**src/rtl/dsss_tx_ctrl.sv**
```systemverilog
// DSSS transmit controller: preamble, byte load and PN chip spreading.
// Define DSSS_PREAMBLE_EN to build the preamble state and its counter.
module dsss_tx_ctrl #(
  parameter int unsigned CHIPS_PER_BIT = 15,
  parameter int unsigned PREAMBLE_BITS = 8,
  parameter logic [3:0]  LFSR_SEED     = 4'b1111
) (
  input  logic       clk,
  input  logic       rst,
  input  logic       start,
  input  logic [7:0] len,
  input  logic [7:0] din,
  input  logic       din_valid,
  output logic       din_ready,
  output logic       chip,
  output logic       chip_valid,
  output logic       bit_strobe,
  output logic       busy,
  output logic       done,
  output logic       underrun
);

  if (CHIPS_PER_BIT < 1 || CHIPS_PER_BIT > 255) begin : g_bad_cpb
    $error("CHIPS_PER_BIT out of range");
  end
  if (PREAMBLE_BITS < 1 || PREAMBLE_BITS > 255) begin : g_bad_pre
    $error("PREAMBLE_BITS out of range");
  end
  if (LFSR_SEED == 4'd0) begin : g_bad_seed
    $error("LFSR_SEED must be nonzero");
  end

  localparam logic [7:0] LAST_CHIP = 8'(CHIPS_PER_BIT - 1);

`ifdef DSSS_PREAMBLE_EN
  localparam logic [7:0] LAST_PRE = 8'(PREAMBLE_BITS - 1);
  typedef enum logic [2:0] {IDLE, PRE, LOAD, SEND, DONE} state_e;
`else
  typedef enum logic [2:0] {IDLE, LOAD, SEND, DONE} state_e;
`endif

  state_e     state_q, state_d;
  logic [3:0] lfsr_q, lfsr_d;
  logic [7:0] chip_cnt_q, chip_cnt_d;
  logic [2:0] bit_cnt_q, bit_cnt_d;
  logic [7:0] byte_cnt_q, byte_cnt_d;
  logic [7:0] shift_q, shift_d;
`ifdef DSSS_PREAMBLE_EN
  logic [7:0] pre_cnt_q, pre_cnt_d;
`endif

  logic cv_c, dbit_c, ready_c, under_c, done_c, last_chip_c;

  always_ff @(posedge clk) begin
    if (rst) begin
      state_q    <= IDLE;
      lfsr_q     <= LFSR_SEED;
      chip_cnt_q <= 8'd0;
      bit_cnt_q  <= 3'd0;
      byte_cnt_q <= 8'd0;
      shift_q    <= 8'd0;
`ifdef DSSS_PREAMBLE_EN
      pre_cnt_q  <= 8'd0;
`endif
    end else begin
      state_q    <= state_d;
      lfsr_q     <= lfsr_d;
      chip_cnt_q <= chip_cnt_d;
      bit_cnt_q  <= bit_cnt_d;
      byte_cnt_q <= byte_cnt_d;
      shift_q    <= shift_d;
`ifdef DSSS_PREAMBLE_EN
      pre_cnt_q  <= pre_cnt_d;
`endif
    end
  end

  always_comb begin
    state_d     = state_q;
    lfsr_d      = lfsr_q;
    chip_cnt_d  = chip_cnt_q;
    bit_cnt_d   = bit_cnt_q;
    byte_cnt_d  = byte_cnt_q;
    shift_d     = shift_q;
`ifdef DSSS_PREAMBLE_EN
    pre_cnt_d   = pre_cnt_q;
`endif
    cv_c        = 1'b0;
    dbit_c      = 1'b0;
    ready_c     = 1'b0;
    under_c     = 1'b0;
    done_c      = 1'b0;
    last_chip_c = (chip_cnt_q == LAST_CHIP);

    unique case (state_q)
      IDLE: begin
        if (start && len != 8'd0) begin
          lfsr_d     = LFSR_SEED;
          byte_cnt_d = len;
          chip_cnt_d = 8'd0;
          bit_cnt_d  = 3'd0;
`ifdef DSSS_PREAMBLE_EN
          pre_cnt_d  = 8'd0;
          state_d    = PRE;
`else
          state_d    = LOAD;
`endif
        end
      end
`ifdef DSSS_PREAMBLE_EN
      PRE: begin
        cv_c   = 1'b1;
        dbit_c = 1'b1;
        if (!last_chip_c) begin
          chip_cnt_d = chip_cnt_q + 8'd1;
        end else begin
          chip_cnt_d = 8'd0;
          if (pre_cnt_q == LAST_PRE) begin
            pre_cnt_d = 8'd0;
            state_d   = LOAD;
          end else begin
            pre_cnt_d = pre_cnt_q + 8'd1;
          end
        end
      end
`endif
      LOAD: begin
        ready_c = 1'b1;
        if (din_valid) begin
          shift_d    = din;
          byte_cnt_d = byte_cnt_q - 8'd1;
          chip_cnt_d = 8'd0;
          bit_cnt_d  = 3'd0;
          state_d    = SEND;
        end
      end
      SEND: begin
        cv_c   = 1'b1;
        dbit_c = shift_q[7];
        if (!last_chip_c) begin
          chip_cnt_d = chip_cnt_q + 8'd1;
        end else begin
          chip_cnt_d = 8'd0;
          if (bit_cnt_q != 3'd7) begin
            bit_cnt_d = bit_cnt_q + 3'd1;
            shift_d   = {shift_q[6:0], 1'b0};
          end else if (byte_cnt_q == 8'd0) begin
            state_d = DONE;
          end else begin
            // Back-to-back byte keeps the chip stream gap-free
            ready_c = 1'b1;
            if (din_valid) begin
              shift_d    = din;
              byte_cnt_d = byte_cnt_q - 8'd1;
              bit_cnt_d  = 3'd0;
            end else begin
              under_c = 1'b1;
              state_d = LOAD;
            end
          end
        end
      end
      DONE: begin
        done_c  = 1'b1;
        state_d = IDLE;
      end
      default: state_d = IDLE;
    endcase

    if (cv_c) begin
      lfsr_d = {lfsr_q[2:0], lfsr_q[3] ^ lfsr_q[2]};
    end
  end

  assign chip_valid = cv_c;
  assign chip       = cv_c & (dbit_c ^ lfsr_q[3]);
  assign bit_strobe = cv_c & (chip_cnt_q == 8'd0);
  assign din_ready  = ready_c;
  assign underrun   = under_c;
  assign done       = done_c;
  assign busy       = (state_q != IDLE);

endmodule
```
**config.mk**
```make
export PLATFORM = sky130hd
export DESIGN_NAME = dsss_tx_ctrl
export DESIGN_NICKNAME = d
export VERILOG_FILES = /design/src/rtl/dsss_tx_ctrl.sv
export SDC_FILE = /design/constraint.sdc
export NUM_CORES = 1
export LEC_CHECK = 0
export BUFFER_PORTS_ARGS = -buffer_cell sky130_fd_sc_hd__buf_4
export CAP_MARGIN = 20
export CORE_MARGIN = 3
export CORE_UTILIZATION = 35
export DETAILED_ROUTE_END_ITERATION = 7
export HOLD_SLACK_MARGIN = 0.08
export MAX_ROUTING_LAYER = met4
export PLACE_DENSITY = 0.63
export SETUP_SLACK_MARGIN = 0.3
export SLEW_MARGIN = 20
export SYNTH_ARGS = -nofsm -noshare
export SYNTH_HDL_FRONTEND = slang
export SYNTH_SLANG_ARGS = --single-unit
```
**constraint.sdc**
```tcl
create_clock -name clk -period 2.1 [get_ports clk]
set_input_delay 0.42 -clock clk [delete_from_list [all_inputs] [get_ports clk]]
set_output_delay 0.42 -clock clk [all_outputs]
set_load 0.02 [all_outputs]
```
# Word-level counts from Yosys, hierarchy flattened
# Index checks and enable logic that the tools add are counted.
# totals
inputBits	20
output_inout_bits	7
wordCells	84
regBits	34
# classes
eq_ne	12
n_addsub	3
muxes	43
n_reduce_logical	16
bitwise_logic	4
# ops
op	count
$mux W8	12
$pmux W8 S3	2
$mux W3	11
$pmux W3 S3	2
$logic_not A8 Y1	2
$pmux W8 S2	1
$mux W4	3
$mux W1	11
$ne A2 B2 Y1 const B	5
$reduce_and A5 Y1	2
$ne A3 B3 Y1 const B	3
$add A8 B1 Y8 const B	1
$eq A8 B4 Y1 const B	1
$reduce_bool A8 Y1	1
$sub A8 B1 Y8 const B	1
$eq A3 B2 Y1 const B	2
$reduce_and A3 Y1	2
$reduce_bool A2 Y1	3
$reduce_bool A3 Y1	2
$reduce_and A4 Y1	1
$add A3 B1 Y3 const B	1
$eq A3 B1 Y1 const B	1
$logic_not A3 Y1	1
$and A1 B1 Y1	2
other kinds (4)	5

# Logic depth before layout (Yosys ltp)
# Gate-level depths: netlist of the first run.
# depth
ltp_word	6
mapped_depth	9
mapped_depth_nobuf	7

# Worst setup path before layout of the first run
# Ideal clock, no wire load.
# synth_path
path_type	register -> output
startpoint	register state_q[0]
endpoint	output underrun
slack_ns	-0.460
stages_incl_launch_ff	7
arrival_time_ns	2.140
path_buffers	2
required_ns	1.680
cell_sequence	dfxtp_1 -> inv_1 -> ha_1 -> clkbuf_1 -> clkbuf_1 -> nand2_1 -> nor4_1
# synth_via
elab_chain_len	2
# synth_rtl
item	line	rtl
from (decl)	42	state_e state_q, state_d;
from (signal assigned)	66	state_q <= state_d;
$eq A3 B2 Y1	95	unique case (state_q)
$mux W1	95	
to (decl)	20	output logic underrun
# No other way between the ends.

# Worst setup path after layout of the first run
# layout_path
startpoint	register bit_cnt_q[0]
endpoint	output din_ready
# layout_via
elab_chain_len	4
# layout_rtl
item	line	rtl
from (decl)	45	logic [2:0] bit_cnt_q, bit_cnt_d;
from (signal assigned)	69	bit_cnt_q <= bit_cnt_d;
$ne A3 B3 Y1	144	if (bit_cnt_q != 3'd7) begin
$mux W1	144	
$mux W1	140	if (!last_chip_c) begin
$pmux W1 S2	95	
to (decl)	14	output logic din_ready,
# No other way between the ends.

==> out/summary.md, run 1 <==
### Setup path
* ha_1, ha_4, nand2_2, nor3_2, nor2_2, nor2_2, buf_4 — cell chain of the critical path
* 1.64 ns — data arrival time at the worst-slack endpoint
* register — nature of the critical path startpoint
* 7 — maximum fanout count along the critical path
* 0.11 ns — Register-to-Register Setup Slack
* reg2out — critical path class
* 7 — FF-to-FF path depth
* bit_cnt_q[1]$_SDFFE_PP0P_ — r2r endpoint
* 1.68 ns — Required @ worst endpoint
* din_ready — crit path capture
* chip_cnt_q[6]$_SDFFE_PP0P_ — start of the worst register-to-register path
* 0.38 ns — max incr delay on CP
* dfxtp_1 — CP max stage cell
* bit_cnt_q[0]$_SDFFE_PP0P_ — Worst setup startpoint
* nor2_2 — Most Frequent Cell on Critical Path
* output pin — Crit. End Element

### Floorplan
* 27 — top-level port count
* 5710 um^2 — area inside the core boundary
* 84.0 um — height of the die
* 37.3% — effective utilization at floorplan
* 84.0 um — horizontal die dimension
* 7050 um^2 — die footprint
* 27 — num rows

### Cells and area
* 40.4% — layout cells sized above 1
* 2910 um^2 — Layout Cell Area excl Fill
* 0 — Diodes inserted
* 374 — post-route non-filler standard cell count
* 36.8% — area grow syn2layout
* 332 — number of nets in the layout
* 51.0% — utilization after layout
* 515 — Layout fillers

### Synthesis
* dfxtp_1 — most used flip-flop cell after synthesis
* 31.0% — proportion of synthesized chip area in sequential cells
* 33 — Yosys reg bits
* 3.29% — parity-gate share of the synthesized area counting xor and xnor cells
* 21.4% — post-synthesis share of cell area spent on and, or, nand and nor gates
* 8.48 um^2 — average cell area after synthesis
* 56 — number of distinct standard cells referenced by the synthesized netlist
* 6.47% — Post-Synth Adder-Cell Area
* 0 — Yosys warning count
* dfxtp_1 — leading area contributor after synthesis
* compound AO/OA/AOI/OAI gates — dominant combinational cell family by area after synthesis
* 0 — number of synthesized flops with an enable pin
* 0% — share of flip-flops with an asynchronous set or reset after synthesis
* 28.1% — area fraction in compound gates after synthesis
* 282 — nets in the synthesized netlist
* 31.0% — share of the synthesized area in the top cell type
* 3.76% — mux share of post-synthesis cell area
* 2130 um^2 — summed instance area of the synthesized netlist
* 251 — Synth Instances
* dfxtp_1 (31%), ha_1 (6.5%), nand2_1 (4.6%) — most area-consuming cells after synthesis

### GRT
* 21 — largest net degree at the start of global routing
* 0 — initial antenna violation count
* 16.6% — total global routing track utilization
* 0 — GRT Residual Overflow
* 9450 um — global-route wire length before repair
* 1995 — number of global-route vias before repair

### Routing
* 101 — iteration-0 DRC count of the detailed router
* 4 — count of TritonRoute iterations in the first routing pass
* 5.57 — via density per instance
* 14.9 um — routed wire length per instance
* 0 — total DRC errors in the routed layout
* 0 — Final ANT Viol Nets
* 5580 um — final wirelength
* 2083 — via count

### Clock tree
* 0.07 ns — clock-pin slew of the registers on the worst-case setup and hold paths
* 2 — CTS H-tree lvls
* done — CTS tree
* 0.28 ns — source-to-sink clock delay at the later pin of the worst-skew pair
* 0 — CTS hold repair buffers
* 5 — Inserted Clock Buffers
* 33 — Num Clock Sinks
* clkbuf_8 — Clock Tree Root
* 2 — Clock Path Buffers

### Pwr
* 1160 nW/um^2 — total power divided by cell area
* 0.000627 V — worst voltage drop across the vdd grid
* 1.10 nW — leakage power figure
* 3.38 mW — overall power of the completed layout

### STA
* 65.0% — relative max-transition margin
* 0.413 ns — Hold Slack
* 0 — count of endpoints failing setup in the final report
* 0 — Slew Viols, Final
* 98.0% — Final Cycle Share
* yes — unrepaired setup endpoints after global routing
* 486 MHz — upper clock frequency limit
* 0.00594 ns — Worst Skew
* 0 — hold violation count in the final report
* 0.512 ns — actual transition at the worst max-transition pin
* 2.06 ns — time the worst path needs with I/O delays and setup

### Placement
* 26 — IO buf count
* 0.798 — Routability Congestion
* 349 — Cells after DPL
* 3740 um — Detailed Place HPWL
* 2510 um^2 — placed standard-cell area

### Flow run
* 0 — max-cap violations

### Min path
* in2reg — Hold/Removal Path Class

### Status
* complete, no violations — result of the run

critical path, delay by kind of cell, from the launching register on:
family	cells	cell delay, ns
fa+ha+maj	2	0.39
buf+inv	1	0.14
flops	1	0.38
simple gates	4	0.45
flip-flops by register name (all words and copies together), names as in the netlist:
| name | cells |
|---|---|
| shift_q | 8 |
| bit_cnt_q | 3 |
| lfsr_q | 4 |
| chip_cnt_q | 8 |
| state_q | 2 |
| byte_cnt_q | 8 |
metal layers:
metal	routed length, um	global-route usage (%)	up-vias
met4	57	4.53	0
met2	2700	27.3	39
met3	228	3.46	5
met5	0	-	-
met1	2590	20.6	991
li1	-	-	1048
cells in the final DEF (no fill, tap or decap), drive strengths merged, types with 4 or more instances in the layout:
master,count
a2111oi,5
a21oi,18
a221oi,4
a32o,7
buf,60
clkbuf,6
dfxtp,33
ha,11
inv,11
mux2i,8
nand2,26
nand3,9
nand4,6
nor2,23
nor4,5
o211ai,8
o21ai,10
o22ai,4
xnor2,7
final cells by class:
cell class | count | area (um^2) | share of cell area, %
clock buffers | 6 | 72.6 | 2.49
clock inverters | 2 | 10.0 | 0.344
inverters | 12 | 46.3 | 1.59
multi-input cells | 189 | 1530 | 52.6
flip-flops and latches | 33 | 671 | 23.0
well taps | 72 | 90.1 | 3.09
repair buffers | 60 | 492 | 16.9
synth_stat cells, drive strengths merged (3+ instances only):
master / instances
a2111oi: 5
a211oi: 3
a21oi: 18
a221oi: 4
a32o: 7
buf: 7
clkbuf: 10
dfxtp: 33
ha: 11
inv: 11
mux2i: 8
nand2: 26
nand3: 9
nand3b: 3
nand4: 6
nor2: 23
nor3: 3
nor4: 5
o211ai: 8
o21ai: 10
o22ai: 4
o31ai: 3
or4: 3
xnor2: 7
where the power goes:
part	leakage (nW)	total, mW	internal, mW	switching, mW
Combinational	0.786	2.06	0.956	1.11
Clock	0.0450	0.467	0.230	0.237
Sequential	0.272	0.848	0.743	0.104
cells by family (layout without fill, tap and decap cells):
logic type | count (synthesis) | count (layout)
flops | 33 | 33
fa+ha+maj | 11 | 11
compound gates | 74 | 74
xor+xnor | 8 | 8
mux | 8 | 8
buf+inv | 29 | 80
simple gates | 88 | 88
timing repair:
action / in CTS / in global routing
gates resized for setup: 41 / 11
setup buffers: 10 / 6
pin swaps: 28 / 9
cloned: 1 / 0
setup endpoints to repair: 28 / 31
through the flow:
stage               worst slack, ns  setup TNS (ns)
floorplan                     0.282               0
global placement              0.137               0
detailed placement           0.0888               0
CTS                          0.0438               0
global route                -0.0657          -0.145
finish                       0.0417               0
worst min path at each step:
stage,to,depth (start not counted),from
2_1_floorplan,shift_q[1]$_SDFFE_PP0P_,2,shift_q[1]$_SDFFE_PP0P_
3_3_place_gp,shift_q[5]$_SDFFE_PP0P_,2,shift_q[5]$_SDFFE_PP0P_
3_5_place_dp,shift_q[3]$_SDFFE_PP0P_,2,shift_q[3]$_SDFFE_PP0P_
4_1_cts,shift_q[0]$_SDFFE_PP0P_,3,din[0]
5_1_grt,shift_q[0]$_SDFFE_PP0P_,3,din[0]
6_report,shift_q[0]$_SDFFE_PP0P_,3,din[0]
(Power assumes the default switching activity.)
==> inputs of run 2 (changes only) <==
- PLACE_DENSITY: 0.63 -> not set
- PLACE_DENSITY_LB_ADDON: not set -> 0.3
==> run 2 against run 1 <==
Final area grew 4.5%. Largest power group unchanged. Sequential share of layout area down 0.91 points. Wire length grew 6.1%. Via count increased by 2.0%. Critical path type unchanged. Setup slack is essentially flat. Flip-flop and latch count did not move. Combinational power grew 5%. Non-clock buffer count rose by 9. Clock skew rose by 0.0018 ns. Hold slack gained 0.0059 ns. Final cell count rose by 2.4%. Total power is 7.0% higher.
==> out/summary.md, run 2 (synthesized netlist as in run 1, its figures left out) <==
### Routing
* 5920 um — final wirelength, was 5580 um
* 0 — total DRC errors in the routed layout, unchanged
* 0 — Final ANT Viol Nets, unchanged
* 166 — iteration-0 DRC count of the detailed router, was 101
* 2125 — via count, was 2083
* 4 — count of TritonRoute iterations in the first routing pass, unchanged
* 5.55 — via density per instance, was 5.57
* 15.4 um — routed wire length per instance, was 14.9 um

### Placement
* 2580 um^2 — placed standard-cell area, was 2510 um^2
* 26 — IO buf count, unchanged
* 3950 um — Detailed Place HPWL, was 3740 um
* 0.823 — Routability Congestion, was 0.798

### Clock tree
* 33 — Num Clock Sinks, unchanged
* 0.07 ns — clock-pin slew of the registers on the worst-case setup and hold paths, about the same
* 5 — Inserted Clock Buffers, unchanged
* 0.28 ns — source-to-sink clock delay at the later pin of the worst-skew pair, about the same
* 0 — CTS hold repair buffers, unchanged
* 2 — Clock Path Buffers, unchanged
* 2 — CTS H-tree lvls, unchanged
* clkbuf_8 — Clock Tree Root, unchanged
* done — CTS tree, unchanged

### GRT
* 21 — largest net degree at the start of global routing, unchanged
* 2065 — number of global-route vias before repair, was 1995
* 9760 um — global-route wire length before repair, was 9450 um
* 0 — initial antenna violation count, unchanged
* 0 — GRT Residual Overflow, unchanged
* 17.2% — total global routing track utilization, was 16.6%

### Pwr
* 1.18 nW — leakage power figure, was 1.10 nW
* 16.9% — clock network power share, was 13.8%
* 59.8% — Comb pwr share, was 61.1%
* 2.15 mW — internal power summed over all cells, was 1.93 mW
* 23.3% — fraction of power consumed by sequential logic, was 25.1%
* 40.6% — switch share, was 42.9%
* 1.46 mW — Switching Power, was 1.45 mW
* 3.61 mW — overall power of the completed layout, was 3.38 mW
* 1190 nW/um^2 — total power divided by cell area, was 1160 nW/um^2
* 0.000560 V — worst voltage drop across the vdd grid, was 0.000627 V

### Cells and area
* 40.8% — layout cells sized above 1, was 40.4%
* buf_4 — leading cell type in the layout, fill and taps excluded, unchanged
* 0 — Diodes inserted, unchanged
* 341 — number of nets in the layout, was 332
* byte_cnt_q: 8 flops, chip_cnt_q: 8 flops, shift_q: 8 flops — largest registers, unchanged
* 43.0% — area grow syn2layout, was 36.8%
* buf_4 (56), dfxtp_1 (27), nand2_1 (24) — commonest cells after routing, fill and taps aside, was buf_4 (49), nand2_1 (25), dfxtp_1 (25)
* 500 — Layout fillers, was 515
* 3040 um^2 — Layout Cell Area excl Fill, was 2910 um^2

### Min path
* in2reg — Hold/Removal Path Class, unchanged

### STA
* 0.419 ns — Hold Slack, was 0.413 ns
* 61.4% — relative max-transition margin, was 65.0%
* 98.0% — Final Cycle Share, about the same
* 2.06 ns — time the worst path needs with I/O delays and setup, about the same
* 0.565 ns — actual transition at the worst max-transition pin, was 0.512 ns
* yes — unrepaired setup endpoints after global routing, unchanged
* 486 MHz — upper clock frequency limit, about the same
* 0.00779 ns — Worst Skew, was 0.00594 ns
* 0 — Slew Viols, Final, unchanged
* 0 — count of endpoints failing setup in the final report, unchanged
* 0 — hold violation count in the final report, unchanged

### Floorplan
* 27 — num rows, unchanged
* 7050 um^2 — die footprint, unchanged
* 37.3% — effective utilization at floorplan, unchanged
* 27 — top-level port count, unchanged
* 84.0 um — height of the die, unchanged
* 84.0 um — horizontal die dimension, unchanged
* 5710 um^2 — area inside the core boundary, unchanged

### Setup path
* 1.68 ns — Required @ worst endpoint, about the same
* dfxtp_2 — CP max stage cell, was dfxtp_1
* 3 — maximum fanout count along the critical path, was 7
* 0.12 ns — Register-to-Register Setup Slack, was 0.11 ns
* reg2out — critical path class, unchanged
* output pin — Crit. End Element, unchanged
* register — nature of the critical path startpoint, unchanged
* nor4_4, nand3_2, buf_6, nor3_4, nor2_2, nor2_2, buf_6 — cell chain of the critical path, was ha_1, ha_4, nand2_2, nor3_2, nor2_2, nor2_2, buf_4
* 1.64 ns — data arrival time at the worst-slack endpoint, about the same
* 0.33 ns — max incr delay on CP, was 0.38 ns

### Flow run
* 0 — max-cap violations, unchanged

### Status
* complete, no violations — result of the run, unchanged

## run 2: metal layers
layer	vias to the layer above	share of wire [%]	track usage, %
li1	1048	-	-
met2	56	48	27.3
met5	-	0	-
met3	9	4.1	3.46
met4	0	1.5	7.02
met1	1012	46	21.4
## run 2: layout make-up
type	count	area [um^2]	share of cell area, %
multi-input cells	189	1520	49.9
clock inverters	1	30.0	0.987
clock buffers	7	86.3	2.84
flip-flops and latches	33	673	22.1
well taps	72	90.1	2.96
inverters	12	48.8	1.60
repair buffers	69	597	19.6
## run 2: path summary, 6_finish.rpt
check | endpoint | cells past startpoint | start
worst max-delay path | din_ready | 7 | chip_cnt_q[7]$_SDFFE_PP0P_
worst min-delay path | shift_q[0]$_SDFFE_PP0P_ | 3 | din[0]
worst min register to register | shift_q[5]$_SDFFE_PP0P_ | 2 | shift_q[5]$_SDFFE_PP0P_
worst max register to register | chip_cnt_q[6]$_SDFFE_PP0P_ | 7 | chip_cnt_q[7]$_SDFFE_PP0P_
## run 2: repair_timing
item	CTS	global route
buffers inserted	12	4
gates resized for setup	27	23
pin swaps	17	8
setup endpoints to repair	25	30
## run 2: power groups by stage
stage / Clock, mW / Sequential (mW) / Combinational (mW)
after floorplan: 0 / 0.833 / 1.24
after global placement: 0 / 0.831 / 1.70
after detailed placement: 0 / 0.831 / 1.71
after CTS: 0.629 / 0.824 / 1.98
after global routing: 0.657 / 0.856 / 2.34
final: 0.611 / 0.841 / 2.16
## run 2: per-stage QoR
stage	cells	setup slack, ns	setup TNS [ns]	utilization, %
floorplan	251	0.282	0	-
global placement	359	-0.115	-0.469	45.3
detailed placement	359	-0.229	-1.32	45.3
CTS	379	0.0496	0	51.1
global route	383	-0.0549	-0.0549	53.3
finish	383	0.0417	0	53.3
## run 2: critical path: cells and delay by family, from the launching register on
kind	cells	cell delay, ns
AND/OR/NAND/NOR	5	0.75
flip-flops	1	0.33
buffers and inverters	2	0.27
